### config.mk
export PLATFORM = sky130hd
export DESIGN_NAME = inst_fetch_ctrl
export DESIGN_NICKNAME = d
export VERILOG_FILES = /design/src/rtl/inst_fetch_ctrl_pkg.sv /design/src/rtl/inst_fetch_ctrl_if_id_reg.sv /design/src/rtl/inst_fetch_ctrl.sv
export SDC_FILE = /design/constraint.sdc
export NUM_CORES = 1
export LEC_CHECK = 0
export CAP_MARGIN = 20
export CORE_MARGIN = 3
export CORE_UTILIZATION = 45
export DETAILED_ROUTE_END_ITERATION = 12
export DONT_BUFFER_PORTS = 1
export SLEW_MARGIN = 20
export SYNTH_ARGS = -nofsm -noshare
export SYNTH_HDL_FRONTEND = slang
export SYNTH_HIERARCHICAL = 1
export SYNTH_SLANG_ARGS = --single-unit
### constraint.sdc
create_clock -name clk -period 2.9 [get_ports clk]
set_clock_uncertainty 0.1 [all_clocks]
set_input_delay 0.435 -clock clk [delete_from_list [all_inputs] [get_ports clk]]
set_output_delay 0.435 -clock clk [all_outputs]
set_load 0.01 [all_outputs]
### src/rtl/inst_fetch_ctrl_pkg.sv
// Shared types and constants for the IF-stage fetch controller.
// Optional misaligned-fetch trap: IFETCH_ADEL_EN.
package inst_fetch_ctrl_pkg;

  typedef enum logic [2:0] {
    S_IDLE,
    S_WAIT_ADDR,
    S_WAIT_DATA,
    S_HOLD,
    S_DISCARD_A,
    S_DISCARD_D
  } fetch_state_e;

  localparam logic STOP        = 1'b1;
  localparam logic NOSTOP      = 1'b0;
  localparam logic CHIP_ENABLE = 1'b1;

  localparam logic [31:0] RESET_PC_DEF = 32'hBFC00000;
  localparam logic [31:0] NOP_INST_DEF = 32'h00000000;

endpackage

### src/rtl/inst_fetch_ctrl_if_id_reg.sv
// IF/ID pipeline register: flush > bubble > hold > load > bubble.
// Carries the address-error flag when IFETCH_ADEL_EN is defined.
module if_id_reg
  import inst_fetch_ctrl_pkg::*;
#(
  parameter logic [31:0] RESET_PC = RESET_PC_DEF,
  parameter logic [31:0] NOP_INST = NOP_INST_DEF
) (
  input  logic        clk,
  input  logic        rst,
  input  logic        flush,
  input  logic        stall_if,
  input  logic        stall_id,
  input  logic        ld,
  input  logic [31:0] ld_pc,
  input  logic [31:0] ld_inst,
`ifdef IFETCH_ADEL_EN
  input  logic        ld_adel,
  output logic        id_excp_adel,
`endif
  output logic [31:0] id_pc,
  output logic [31:0] id_inst,
  output logic        id_valid
);

  logic do_flush;
  logic do_bub;
  logic do_hold;
  logic do_ld;

  assign do_flush = flush;
  assign do_bub   = !flush && (stall_if == STOP)
                  && (stall_id == NOSTOP);
  assign do_hold  = !flush && (stall_if == STOP)
                  && (stall_id == STOP);
  assign do_ld    = !flush && (stall_if == NOSTOP) && ld;

  always_ff @(posedge clk or negedge rst) begin
    if (!rst) begin
      id_pc        <= RESET_PC;
      id_inst      <= NOP_INST;
      id_valid     <= 1'b0;
`ifdef IFETCH_ADEL_EN
      id_excp_adel <= 1'b0;
`endif
    end else begin
      unique case (1'b1)
        do_hold: ;
        do_ld: begin
          id_pc        <= ld_pc;
          id_inst      <= ld_inst;
          id_valid     <= 1'b1;
`ifdef IFETCH_ADEL_EN
          id_excp_adel <= ld_adel;
`endif
        end
        do_flush, do_bub: begin
          id_inst      <= NOP_INST;
          id_valid     <= 1'b0;
`ifdef IFETCH_ADEL_EN
          id_excp_adel <= 1'b0;
`endif
        end
        default: begin
          id_inst      <= NOP_INST;
          id_valid     <= 1'b0;
`ifdef IFETCH_ADEL_EN
          id_excp_adel <= 1'b0;
`endif
        end
      endcase
    end
  end

endmodule

### src/rtl/inst_fetch_ctrl.sv
// IF-stage fetch FSM over an SRAM-like bus, with hold buffer.
// IFETCH_ADEL_EN traps misaligned pc instead of fetching it.
module inst_fetch_ctrl
  import inst_fetch_ctrl_pkg::*;
#(
  parameter logic [31:0] RESET_PC = RESET_PC_DEF,
  parameter logic [31:0] NOP_INST = NOP_INST_DEF
) (
  input  logic        clk,
  input  logic        rst,
  input  logic [31:0] pc,
  input  logic        ce,
  input  logic [5:0]  stall,
  input  logic        flush,
  output logic        inst_req,
  output logic [31:0] inst_addr,
  input  logic        inst_addr_ok,
  input  logic [31:0] inst_rdata,
  input  logic        inst_data_ok,
  output logic        stallreq_if,
`ifdef IFETCH_ADEL_EN
  output logic        id_excp_adel,
`endif
  output logic [31:0] id_pc,
  output logic [31:0] id_inst,
  output logic        id_valid
);

  fetch_state_e state_q;
  logic         req_q;
  logic [31:0]  addr_q;
  logic [31:0]  buf_q;

  logic        s_if;
  logic        misal;
  logic        data_done;
  logic        adel_ld;
  logic        ld;
  logic [31:0] ld_pc;
  logic [31:0] ld_inst;
  logic        unused_stall;

  assign unused_stall = ^{stall[5:3], stall[0]};
  assign s_if = (stall[1] == STOP);

`ifdef IFETCH_ADEL_EN
  assign misal = (ce == CHIP_ENABLE)
              && (pc[1:0] != 2'b00);
`else
  assign misal = 1'b0;
`endif

  assign data_done = inst_data_ok && !flush
    && ((state_q == S_WAIT_DATA)
     || (state_q == S_WAIT_ADDR && inst_addr_ok));
  assign adel_ld = (state_q == S_IDLE) && misal;
  assign ld = (data_done && !s_if)
           || (state_q == S_HOLD) || adel_ld;
  assign ld_pc = adel_ld ? pc : addr_q;
  assign ld_inst = (state_q == S_HOLD) ? buf_q
                 : adel_ld ? NOP_INST : inst_rdata;

  assign inst_req  = req_q;
  assign inst_addr = addr_q;

  always_comb begin
    stallreq_if = 1'b0;
    if (rst) begin
      unique case (state_q)
        S_IDLE:
          stallreq_if = (ce == CHIP_ENABLE) && !misal;
        S_WAIT_ADDR:
          stallreq_if = !(inst_addr_ok && inst_data_ok);
        S_WAIT_DATA: stallreq_if = !inst_data_ok;
        S_HOLD:      stallreq_if = 1'b0;
        S_DISCARD_A: stallreq_if = 1'b1;
        S_DISCARD_D: stallreq_if = 1'b1;
        default:     stallreq_if = 1'b0;
      endcase
    end
  end

  always_ff @(posedge clk or negedge rst) begin
    if (!rst) begin
      state_q <= S_IDLE;
      req_q   <= 1'b0;
      addr_q  <= '0;
      buf_q   <= NOP_INST;
    end else begin
      unique case (state_q)
        S_IDLE: begin
          if (ce == CHIP_ENABLE && !flush && !misal) begin
            req_q   <= 1'b1;
            addr_q  <= pc;
            state_q <= S_WAIT_ADDR;
          end
        end
        S_WAIT_ADDR: begin
          if (inst_addr_ok) begin
            req_q <= 1'b0;
            if (inst_data_ok) begin
              if (!flush && s_if) begin
                buf_q   <= inst_rdata;
                state_q <= S_HOLD;
              end else begin
                state_q <= S_IDLE;
              end
            end else begin
              state_q <= flush ? S_DISCARD_D : S_WAIT_DATA;
            end
          end else if (flush) begin
            state_q <= S_DISCARD_A;
          end
        end
        S_WAIT_DATA: begin
          if (inst_data_ok) begin
            if (!flush && s_if) begin
              buf_q   <= inst_rdata;
              state_q <= S_HOLD;
            end else begin
              state_q <= S_IDLE;
            end
          end else if (flush) begin
            state_q <= S_DISCARD_D;
          end
        end
        S_HOLD: begin
          if (flush || !s_if) state_q <= S_IDLE;
        end
        // bus cannot retract a request; finish it silently
        S_DISCARD_A: begin
          if (inst_addr_ok) begin
            req_q   <= 1'b0;
            state_q <= inst_data_ok ? S_IDLE : S_DISCARD_D;
          end
        end
        S_DISCARD_D: begin
          if (inst_data_ok) state_q <= S_IDLE;
        end
        default: state_q <= S_IDLE;
      endcase
    end
  end

  if_id_reg #(
    .RESET_PC (RESET_PC),
    .NOP_INST (NOP_INST)
  ) u_if_id (
    .clk          (clk),
    .rst          (rst),
    .flush        (flush),
    .stall_if     (stall[1]),
    .stall_id     (stall[2]),
    .ld           (ld),
    .ld_pc        (ld_pc),
    .ld_inst      (ld_inst),
`ifdef IFETCH_ADEL_EN
    .ld_adel      (adel_ld),
    .id_excp_adel (id_excp_adel),
`endif
    .id_pc        (id_pc),
    .id_inst      (id_inst),
    .id_valid     (id_valid)
  );

endmodule

==> results.ini, run 1 <==
[worst_setup_path]
crit_path_end_kind = flip-flop
cp_slowest_cell = dfrtp_1
critPathLaunchType = flip-flop
cp_max_fo = 32
max_stage_delay_ns = 0.65
critical_path_arrival_ns = 2.59
crit_type = reg2reg
path_buf_inv = 1
crit_chain = a21oi_1 > nor4b_1 > a21oi_1 > nor2_2 > nor3b_4 > buf_12 > mux2_2
crit_family = simple AND/OR/NAND/NOR gates
cp_common_cell = a21oi_1
cp_data_required_time_ns = 3.09

[global_routing]
grt.total_usage = 0.166
grt_pass1_vias = 3778
grt_overflow = 0
use_met3 = 0.0940
antenna_found_initial = 0
top_usage_layer = met2
grt_first_pass_wirelength_um = 19400
grt_use_met2 = 0.264
grt_max_degree = 135
globalRouteMet1Util = 0.186

[place]
placedCellCount = 593
dpl.hpwl_um = 7700
io_buffers = 0
gp_congestion = 0.703

[clocking]
clkLatencyLatePin_ns = 0.40
ctsHoldBuffers = 1
clock-root-buffer = clkbuf_16
postCtsSetupRepairBufs = 0
cts_sinks = 133
htree_levels = 4
tritoncts = done
cts_buffer_depth = 2
post_cts_resized = 0
cts_buffers = 17
clk_pin_slew_ns = 0.06

[routing]
drc = 0
ant_nets = 0
drt-vias-per-instance = 5.67
wirelength_um = 12300
vias = 3550
first_pass_iters = 4
first_iter_violations = 212
routedWlPerCell_um = 19.7

[floorplan]
io_pins = 175
die-area_um2 = 15000
fp.dieW_um = 122
coreArea_um2 = 12900
std_cell_rows = 41
die_y_um = 122
initial_core_util = 0.471

[synth]
yosys_warnings = 6
ys_ff_latch = 133
synth_cells = 453
ys_seq_area_frac = 0.548
postSynthAreaPerCell_um2 = 13.4
synth_nets = 529
async_reset_ff_frac = 1.00
synth_area_leaders = dfrtp_1 51%, mux2_2 17%, mux2_4 7.4%
yosysMostFrequentCell = dfrtp_1
synth.distinct_cells = 43
synth_flop_cell = dfrtp_1
synthesis.area_um2 = 6090
synth_edf_count = 0
synth_top_area_frac = 0.509
yosys.area.top_type = dfrtp_1
synth_common_cells = 124 x dfrtp_1, 94 x mux2_2, 38 x a21oi_1, 34 x nand3_1, 33 x nand3b_1

[timing]
relSlewSlack = 0.608
fin_crit_ns = 2.41
rsz0062_at_grt = no
fmax_mhz = 415
post-route-period-util = 0.830
slew_violations = 0
finalSetupViolCount = 0
fin_tns_setup_ns = 0
whs_ns = -0.376
worst_pin_slew_ns = 0.588
final_hold_viol_count = 133

[power]
leakagePower_nw = 3.00
p_per_area_nw_per_um2 = 949
ir_worst_vdd_mv = 0.628

[layout]
drive_above_1_share = 0.394
syn2layout_area_growth_pct = 11.2
antenna_cells = 0
final_nets = 517
layoutNonFillerInstCount = 626

[worst_hold_path]
worstHoldPathType = in2async

[run_status]
violations = negative hold slack
outcome = finished, violations left

[run]
cap_violations = 0

-- flip-flops by register name, summed over array words and instances, names as in the netlist --
signal,flops
inst_addr,32
state_q,3
inst_req,1
buf_q,32
u_if_id/id_inst,32
u_if_id/id_pc,32
u_if_id/id_valid,1
-- cell families (layout without fill, tap and decap cells) --
kind of cell	count (synthesis)	in the layout	share of synthesized area
simple gates	96	96	0.0965
compound gates	55	55	0.0557
flops	133	133	0.548
mux	129	129	0.257
buf+inv	40	41	0.0429
-- path summary, 6_finish.rpt --
check,startpoint,endpoint,slack (ns),depth (start not counted)
max,state_q[0],u_if_id/id_pc[16],0.49,7
min,rst,u_if_id/id_inst[18],-0.38,0
max reg2reg,state_q[0],u_if_id/id_pc[16],0.49,7
min reg2reg,buf_q[21],buf_q[21],0.39,1
max in group asynchronous,rst,u_if_id/id_pc[26],2.82,0
min in group clk,inst_rdata[18],buf_q[18],0.06,1
-- report_power, final --
group,internal [W],switching [W]
clock,0.00146,0.000779
combinational,0.000660,0.000359
sequential,0.00250,0.000673
-- layout by cell type, fill, tap and decap left out, drive strengths merged, types with 2 or more instances in the layout --
cell type / n
dfrtp: 124
nand3b: 33
inv: 3
o32ai: 2
nor3b: 2
bufinv: 4
clkinvlp: 3
mux2: 128
o21ai: 2
clkbuf: 19
nor3: 2
a21oi: 38
or3: 2
nand2b: 4
dfstp: 9
nor2: 8
buf: 7
nand2: 4
nand3: 34
a211oi: 4
clkinv: 5
-- metrics by stage --
| step | hold WS, ns | setup WS [ns] | area (µm²) | total power [W] | util |
|---|---|---|---|---|---|
| 6_report | -0.376 | 0.492 | 6770 | 0.00643 | 0.524 |
| 3_5_place_dp | 0.0423 | 0.484 | 6130 | 0.00423 | 0.474 |
| 5_1_grt | -0.401 | 0.309 | 6770 | 0.00677 | 0.524 |
| 4_1_cts | -0.398 | 0.464 | 6770 | 0.00651 | 0.524 |
| 2_1_floorplan | 0.0394 | 0.509 | 6090 | 0.00399 | - |
| 3_3_place_gp | 0.0431 | 0.606 | 6130 | 0.00415 | 0.474 |
-- final cells by class --
type                            instances  area [µm²]
Fill cell                            1109        6160
Sequential cell                       133        3340
Clock inverter                         13         180
Timing Repair Buffer                    7        77.6
Multi-Input combinational cell        280        2510
Inverter                                2        10.0
Tap cell                              172         215
Clock buffer                           19         443
-- routing by layer --
| metal | share of wire | vias to the layer above |
|---|---|---|
| li1 | - | 1614 |
| met2 | 0.47 | 138 |
| met5 | 0 | - |
| met4 | 0.012 | 0 |
| met1 | 0.40 | 1784 |
| met3 | 0.12 | 14 |
-- worst register-to-register path, delay by kind of cell (launching register included) --
| family | cells | cell delay, ns |
|---|---|---|
| AOI/OAI and AO/OA | 2 | 0.26 |
| muxes | 1 | 0.37 |
| DFF | 1 | 0.65 |
| and+or+nand+nor | 3 | 0.67 |
| buffers and inverters | 1 | 0.24 |
Note: power is estimated with default switching activity, not from simulation.
==> inputs of run 2 (changes only) <==
Clock period 2.9 ns to 1.95 ns, I/O delays scaled along.
==> run 2 against run 1 <==
Against the previous run:
- the run ends with negative hold slack, negative setup slack left
- clock power rose by 38%
- cell area rose by 21%
- non-clock buffer count rose by 120
- die area did not move
- combinational power rose by 99%
- hold slack got worse by 0.16 ns
- critical path depth did not move
- register-to-register slack got worse by 0.56 ns
- total power rose by 53%
- setup slack got worse by 0.56 ns
- maximum frequency rose by 20%
- critical path type unchanged
==> results.ini, run 2 (same netlist as run 1, synthesis figures left out) <==
[run_status]
outcome = finished, violations left  ; unchanged
violations = negative hold slack, negative setup slack  ; was negative hold slack

[clocking]
clkLatencyLatePin_ns = 0.41  ; was 0.40 ns
cts_buffers = 17  ; unchanged
tritoncts = done  ; unchanged
clock-root-buffer = clkbuf_16  ; unchanged
cts_sinks = 133  ; unchanged
cts_buffer_depth = 2  ; unchanged
clk_pin_slew_ns = 0.06  ; about the same
htree_levels = 4  ; unchanged

[global_routing]
grt_first_pass_wirelength_um = 22000  ; was 19400 µm
antenna_found_initial = 0  ; unchanged
grt_pass1_vias = 4265  ; was 3778
grt_overflow = 0  ; unchanged
grt.total_usage = 0.191  ; was 0.166
grt_max_degree = 135  ; unchanged

[power]
ir_worst_vdd_mv = 0.871  ; was 0.628 mV
leakagePower_nw = 3.54  ; was 3.00 nW
p_per_area_nw_per_um2 = 1200  ; was 949 nW/µm²

[layout]
fillCellCount = 1002  ; was 1109
ff_latch_area_um2 = 3340  ; about the same
final_nets = 637  ; was 517
multi_input_area_um2 = 2610  ; was 2510 µm²
layoutNonFillerInstCount = 746  ; was 626
fin_area_um2 = 8180  ; was 6770 µm²
antenna_cells = 0  ; unchanged
drive_above_1_share = 0.355  ; was 0.394
syn2layout_area_growth_pct = 34.3  ; was 11.2%
post-route-util = 0.633  ; was 0.524
mostFrequentLayoutCell = dfrtp_1  ; unchanged
final_cell_mix = 123 x dfrtp_1, 100 x dlygate4sd3_1, 74 x mux2_2  ; was 124 x dfrtp_1, 94 x mux2_2, 38 x a21oi_1

[run]
cap_violations = 0  ; unchanged

[routing]
drc = 0  ; unchanged
routedWlPerCell_um = 20.3  ; was 19.7 µm
first_iter_violations = 193  ; was 212
wirelength_um = 15100  ; was 12300 µm
drt-vias-per-instance = 5.51  ; was 5.67
first_pass_iters = 4  ; unchanged
vias = 4113  ; was 3550
ant_nets = 0  ; unchanged

[floorplan]
die_y_um = 122  ; unchanged
die-area_um2 = 15000  ; unchanged
fp.dieW_um = 122  ; unchanged
io_pins = 175  ; unchanged
coreArea_um2 = 12900  ; unchanged
initial_core_util = 0.471  ; unchanged
std_cell_rows = 41  ; unchanged

[timing]
relSlewSlack = 0.684  ; was 0.608
fin_crit_ns = 2.01  ; was 2.41 ns
whs_ns = -0.531  ; was -0.376 ns
rsz0062_at_grt = yes  ; was no
setup_ws_ns = -0.0645  ; was 0.492 ns
slew_violations = 0  ; unchanged
worst_pin_slew_ns = 0.472  ; was 0.588 ns
fmax_mhz = 496  ; was 415 MHz
fin_tns_setup_ns = -1.21  ; was 0 ns
finalSetupViolCount = 36  ; was 0
final_hold_viol_count = 134  ; was 133
post-route-period-util = 1.03  ; was 0.830

[worst_setup_path]
crit_path_end_kind = flip-flop  ; unchanged
critical_path_arrival_ns = 2.21  ; was 2.59 ns
startpoint = state_q[0]  ; unchanged
critPathLaunchType = flip-flop  ; unchanged
cp_data_required_time_ns = 2.14  ; was 3.09 ns
r2r-end = buf_q[26]  ; was u_if_id/id_pc[16]
crit_end = buf_q[26]  ; was u_if_id/id_pc[16]
regToRegSetupSlack_ns = -0.06  ; was 0.49 ns
crit_type = reg2reg  ; unchanged
r2r_start = state_q[0]  ; unchanged
cp_max_fo = 7  ; was 32
ff2ff_path_depth = 7  ; unchanged

[place]
placed_area_um2 = 6260  ; was 6130 µm²
dpl.hpwl_um = 7900  ; was 7700 µm
gp_congestion = 0.786  ; was 0.703
placedCellCount = 601  ; was 593
io_buffers = 0  ; unchanged

[worst_hold_path]
worstHoldPathType = in2async  ; unchanged

==> run 2: cell types whose count changed in the layout (fill, tap and decap cells not counted), moves of 4 or more <==
| cell | previous run | this run |
|---|---|---|
| clkbuf_16 | 17 | 22 |
| buf_4 | 5 | 9 |
| mux2_2 | 94 | 74 |
| mux2_4 | 30 | 52 |
| dlygate4sd3_1 | 0 | 100 |
| buf_12 | 2 | 10 |
==> run 2: stage by stage <==
step	hold WS [ns]	setup slack [ns]	total power, W
after floorplan	-0.103	-0.237	0.00598
after global placement	-0.100	-0.0648	0.00628
after detailed placement	-0.100	-0.106	0.00639
after CTS	-0.549	-0.0514	0.00970
after global routing	-0.547	-0.151	0.0103
final	-0.531	-0.0645	0.00981
==> run 2: timing repair <==
action | in CTS | in global routing
pin swaps | 1 | 3
endpoints found under the setup margin | 33 | 61
hold endpoints to repair | 232 | 144
buffers inserted | 2 | 2
hold buffers | 101 | 1
gates resized for setup | 4 | 24
gates cloned | 0 | 7
==> run 2: layout make-up <==
type / instances / share of cell area
tap: 172 / 0.0263
clock buffer: 21 / 0.0550
clock inverter: 11 / 0.0156
inverter: 2 / 0.00122
multi-input combinational: 280 / 0.319
timing repair buffer: 127 / 0.175
sequential: 133 / 0.408
==> run 2: worst min path at each step <==
| stage | from | endpoint | slack (ns) | cells past startpoint |
|---|---|---|---|---|
| after detailed placement | rst | u_if_id/id_inst[18] | -0.10 | 0 |
| final | rst | u_if_id/id_inst[18] | -0.53 | 0 |
| after global routing | rst | u_if_id/id_inst[18] | -0.55 | 0 |
| after CTS | rst | buf_q[30] | -0.55 | 0 |
| after floorplan | rst | buf_q[0] | -0.10 | 0 |
| after global placement | rst | u_if_id/id_inst[18] | -0.1 | 0 |
==> run 2: per-layer routing <==
layer	part of all wire	up-vias	global-route usage
met3	0.099	23	0.0797
met5	0	-	0
met2	0.49	173	0.309
li1	-	1858	-
met4	0.015	0	0.0735
met1	0.39	2059	0.227
==> run 2: critical path, stage by stage (launching register included) <==
cell,delay (ns)
dfrtp_1,0.40
buf_4,0.15
buf_4,0.14
and3b_2,0.22
o2111ai_4,0.22
buf_12,0.18
clkbuf_16,0.16
mux2_2,0.32
==> run 2: report_power, final <==
part           switching (W)  internal [W]  total [W]  leakage, nW
sequential          0.000960       0.00372    0.00468         1.69
combinational       0.000711       0.00132    0.00203         1.58
clock                0.00118       0.00192    0.00310        0.274
total                0.00285       0.00696    0.00981         3.54
==> inputs of run 3 (changes only) <==
Settings changed: MAX_ROUTING_LAYER set to met4.
==> run 3 against run 2 <==
Against the previous run:
- the flow still finishes with violations (negative hold slack, negative setup slack)
- combinational power about the same
- cell area fell by 0.12%
- sequential power hardly changed
- critical path type unchanged
- largest cell class unchanged
==> results.ini, run 3 (same netlist as run 1, synthesis figures left out) <==
[timing]
whs_ns = -0.531  ; about the same
worst_pin_slew_ns = 0.364  ; was 0.472 ns
relSlewSlack = 0.758  ; was 0.684
fin_crit_ns = 2.01  ; about the same
fmax_mhz = 496  ; about the same
rsz0062_at_grt = yes  ; unchanged
fin_tns_setup_ns = -1.22  ; was -1.21 ns
final_hold_viol_count = 135  ; was 134
finalSetupViolCount = 38  ; was 36
slew_violations = 0  ; unchanged
post-route-period-util = 1.03  ; about the same
setup_ws_ns = -0.0642  ; was -0.0645 ns

[run_status]
violations = negative hold slack, negative setup slack  ; unchanged
outcome = finished, violations left  ; unchanged

[global_routing]
grt.total_usage = 0.196  ; was 0.191
grt_first_pass_wirelength_um = 22000  ; about the same
grt_pass1_vias = 4258  ; was 4265
grt_overflow = 0  ; unchanged
grt_max_degree = 135  ; unchanged
antenna_found_initial = 0  ; unchanged

[worst_setup_path]
crit_type = reg2reg  ; unchanged
r2r_start = state_q[0]  ; unchanged
critical_path_arrival_ns = 2.21  ; about the same
r2r-end = buf_q[14]  ; was buf_q[26]
cp_max_fo = 7  ; unchanged
crit_path_end_kind = flip-flop  ; unchanged
critPathLaunchType = flip-flop  ; unchanged
startpoint = state_q[0]  ; unchanged
ff2ff_path_depth = 7  ; unchanged
regToRegSetupSlack_ns = -0.06  ; about the same
crit_end = buf_q[14]  ; was buf_q[26]
cp_data_required_time_ns = 2.14  ; about the same

[routing]
vias = 4104  ; was 4113
drc = 0  ; unchanged
first_pass_iters = 5  ; was 4
first_iter_violations = 178  ; was 193
wirelength_um = 14900  ; was 15100 µm
ant_nets = 0  ; unchanged
dr_wl_met3_um = 1470  ; was 1490 µm
dr_wl_met2_um = 7350  ; was 7430 µm
wirelength_met1_um = 5860  ; was 5970 µm
topRoutingLayerUsed = met4  ; unchanged
drt-vias-per-instance = 5.51  ; about the same
routedWlPerCell_um = 20.0  ; was 20.3 µm

[layout]
final_nets = 636  ; was 637
fillCellCount = 1004  ; was 1002
drive_above_1_share = 0.356  ; was 0.355
syn2layout_area_growth_pct = 34.2  ; was 34.3%
final_cell_mix = 123 x dfrtp_1, 99 x dlygate4sd3_1, 74 x mux2_2  ; was 123 x dfrtp_1, 100 x dlygate4sd3_1, 74 x mux2_2
layoutNonFillerInstCount = 745  ; was 746
antenna_cells = 0  ; unchanged
mostFrequentLayoutCell = dfrtp_1  ; unchanged
multi_input_area_um2 = 2610  ; unchanged
ff_latch_area_um2 = 3340  ; unchanged

[worst_hold_path]
worstHoldPathType = in2async  ; unchanged

[place]
placedCellCount = 601  ; unchanged
io_buffers = 0  ; unchanged
dpl.hpwl_um = 7900  ; unchanged
gp_congestion = 0.797  ; was 0.786

[floorplan]
initial_core_util = 0.471  ; unchanged
die_y_um = 122  ; unchanged
coreArea_um2 = 12900  ; unchanged
std_cell_rows = 41  ; unchanged
die-area_um2 = 15000  ; unchanged
io_pins = 175  ; unchanged
fp.dieW_um = 122  ; unchanged

[power]
p_sw_w = 0.00285  ; about the same
p_comb_frac = 0.206  ; was 0.207
clkPwrFrac = 0.316  ; about the same
power_frac_seq = 0.477  ; about the same
intPower_w = 0.00696  ; about the same
power_w = 0.00981  ; about the same
ir_worst_vdd_mv = 0.873  ; was 0.871 mV
leakagePower_nw = 3.54  ; about the same
sw_frac_of_total = 0.291  ; about the same
p_per_area_nw_per_um2 = 1200  ; about the same

[run]
cap_violations = 0  ; unchanged

[clocking]
cts_buffers = 17  ; unchanged
ctsHoldBuffers = 101  ; unchanged
cts_buffer_depth = 2  ; unchanged
tritoncts = done  ; unchanged
clkLatencyLatePin_ns = 0.41  ; about the same
clock-root-buffer = clkbuf_16  ; unchanged
htree_levels = 4  ; unchanged
clk_pin_slew_ns = 0.06  ; about the same
cts_sinks = 133  ; unchanged

run 3: cell count changes in the layout (fill, tap and decap cells not counted):
cell           change
dlygate4sd3_1      -1
run 3: worst min path at each step:
| stage | endpoint | slack [ns] | depth (start not counted) |
|---|---|---|---|
| finish | u_if_id/id_inst[18] | -0.53 | 0 |
| global route | u_if_id/id_inst[18] | -0.55 | 0 |
| CTS | buf_q[30] | -0.55 | 0 |
| detailed placement | u_if_id/id_inst[18] | -0.10 | 0 |
| global placement | u_if_id/id_inst[18] | -0.1 | 0 |
| floorplan | buf_q[0] | -0.10 | 0 |
run 3: through the flow:
stage / hold slack (ns) / cell area, µm² / util / setup WS [ns]
global route: -0.550 / 8170 / 0.632 / -0.151
CTS: -0.549 / 7900 / 0.611 / -0.0514
finish: -0.531 / 8170 / 0.632 / -0.0642
global placement: -0.100 / 6260 / 0.484 / -0.0648
detailed placement: -0.100 / 6260 / 0.484 / -0.106
floorplan: -0.103 / 6130 / - / -0.237
run 3: layout make-up:
cell class / count / area share
clock buffers: 21 / 0.0551
clock inverters: 11 / 0.0156
inverters: 2 / 0.00122
multi-input cells: 280 / 0.319
flip-flops and latches: 133 / 0.409
well taps: 172 / 0.0263
repair buffers: 126 / 0.174
run 3: timing repair:
item | in CTS | in global routing
pin swaps | 1 | 3
cloned | 0 | 7
buffers inserted | 2 | 2
endpoints found under the setup margin | 33 | 61
resized for setup | 4 | 24
hold endpoints to repair | 232 | 144
run 3: power groups by stage:
stage | logic (W) | clock network, W | registers [W]
finish | 0.00202 | 0.00310 | 0.00468
global route | 0.00220 | 0.00330 | 0.00482
CTS | 0.00186 | 0.00317 | 0.00467
detailed placement | 0.00168 | 0 | 0.00471
global placement | 0.00161 | 0 | 0.00467
floorplan | 0.00152 | 0 | 0.00446
run 3: layer usage:
layer,vias up,track usage
met1,2032,0.230
met2,198,0.310
met4,0,0.0714
met3,19,0.0760
li1,1855,-
met5,-,-
run 3: worst max-delay path, stage by stage, from the launching register on:
cell and delay (ns):
dfrtp_1 0.40, buf_4 0.15, buf_4 0.14, and3b_2 0.22, o2111ai_4 0.22, buf_12 0.18
clkbuf_16 0.15, mux2_2 0.33
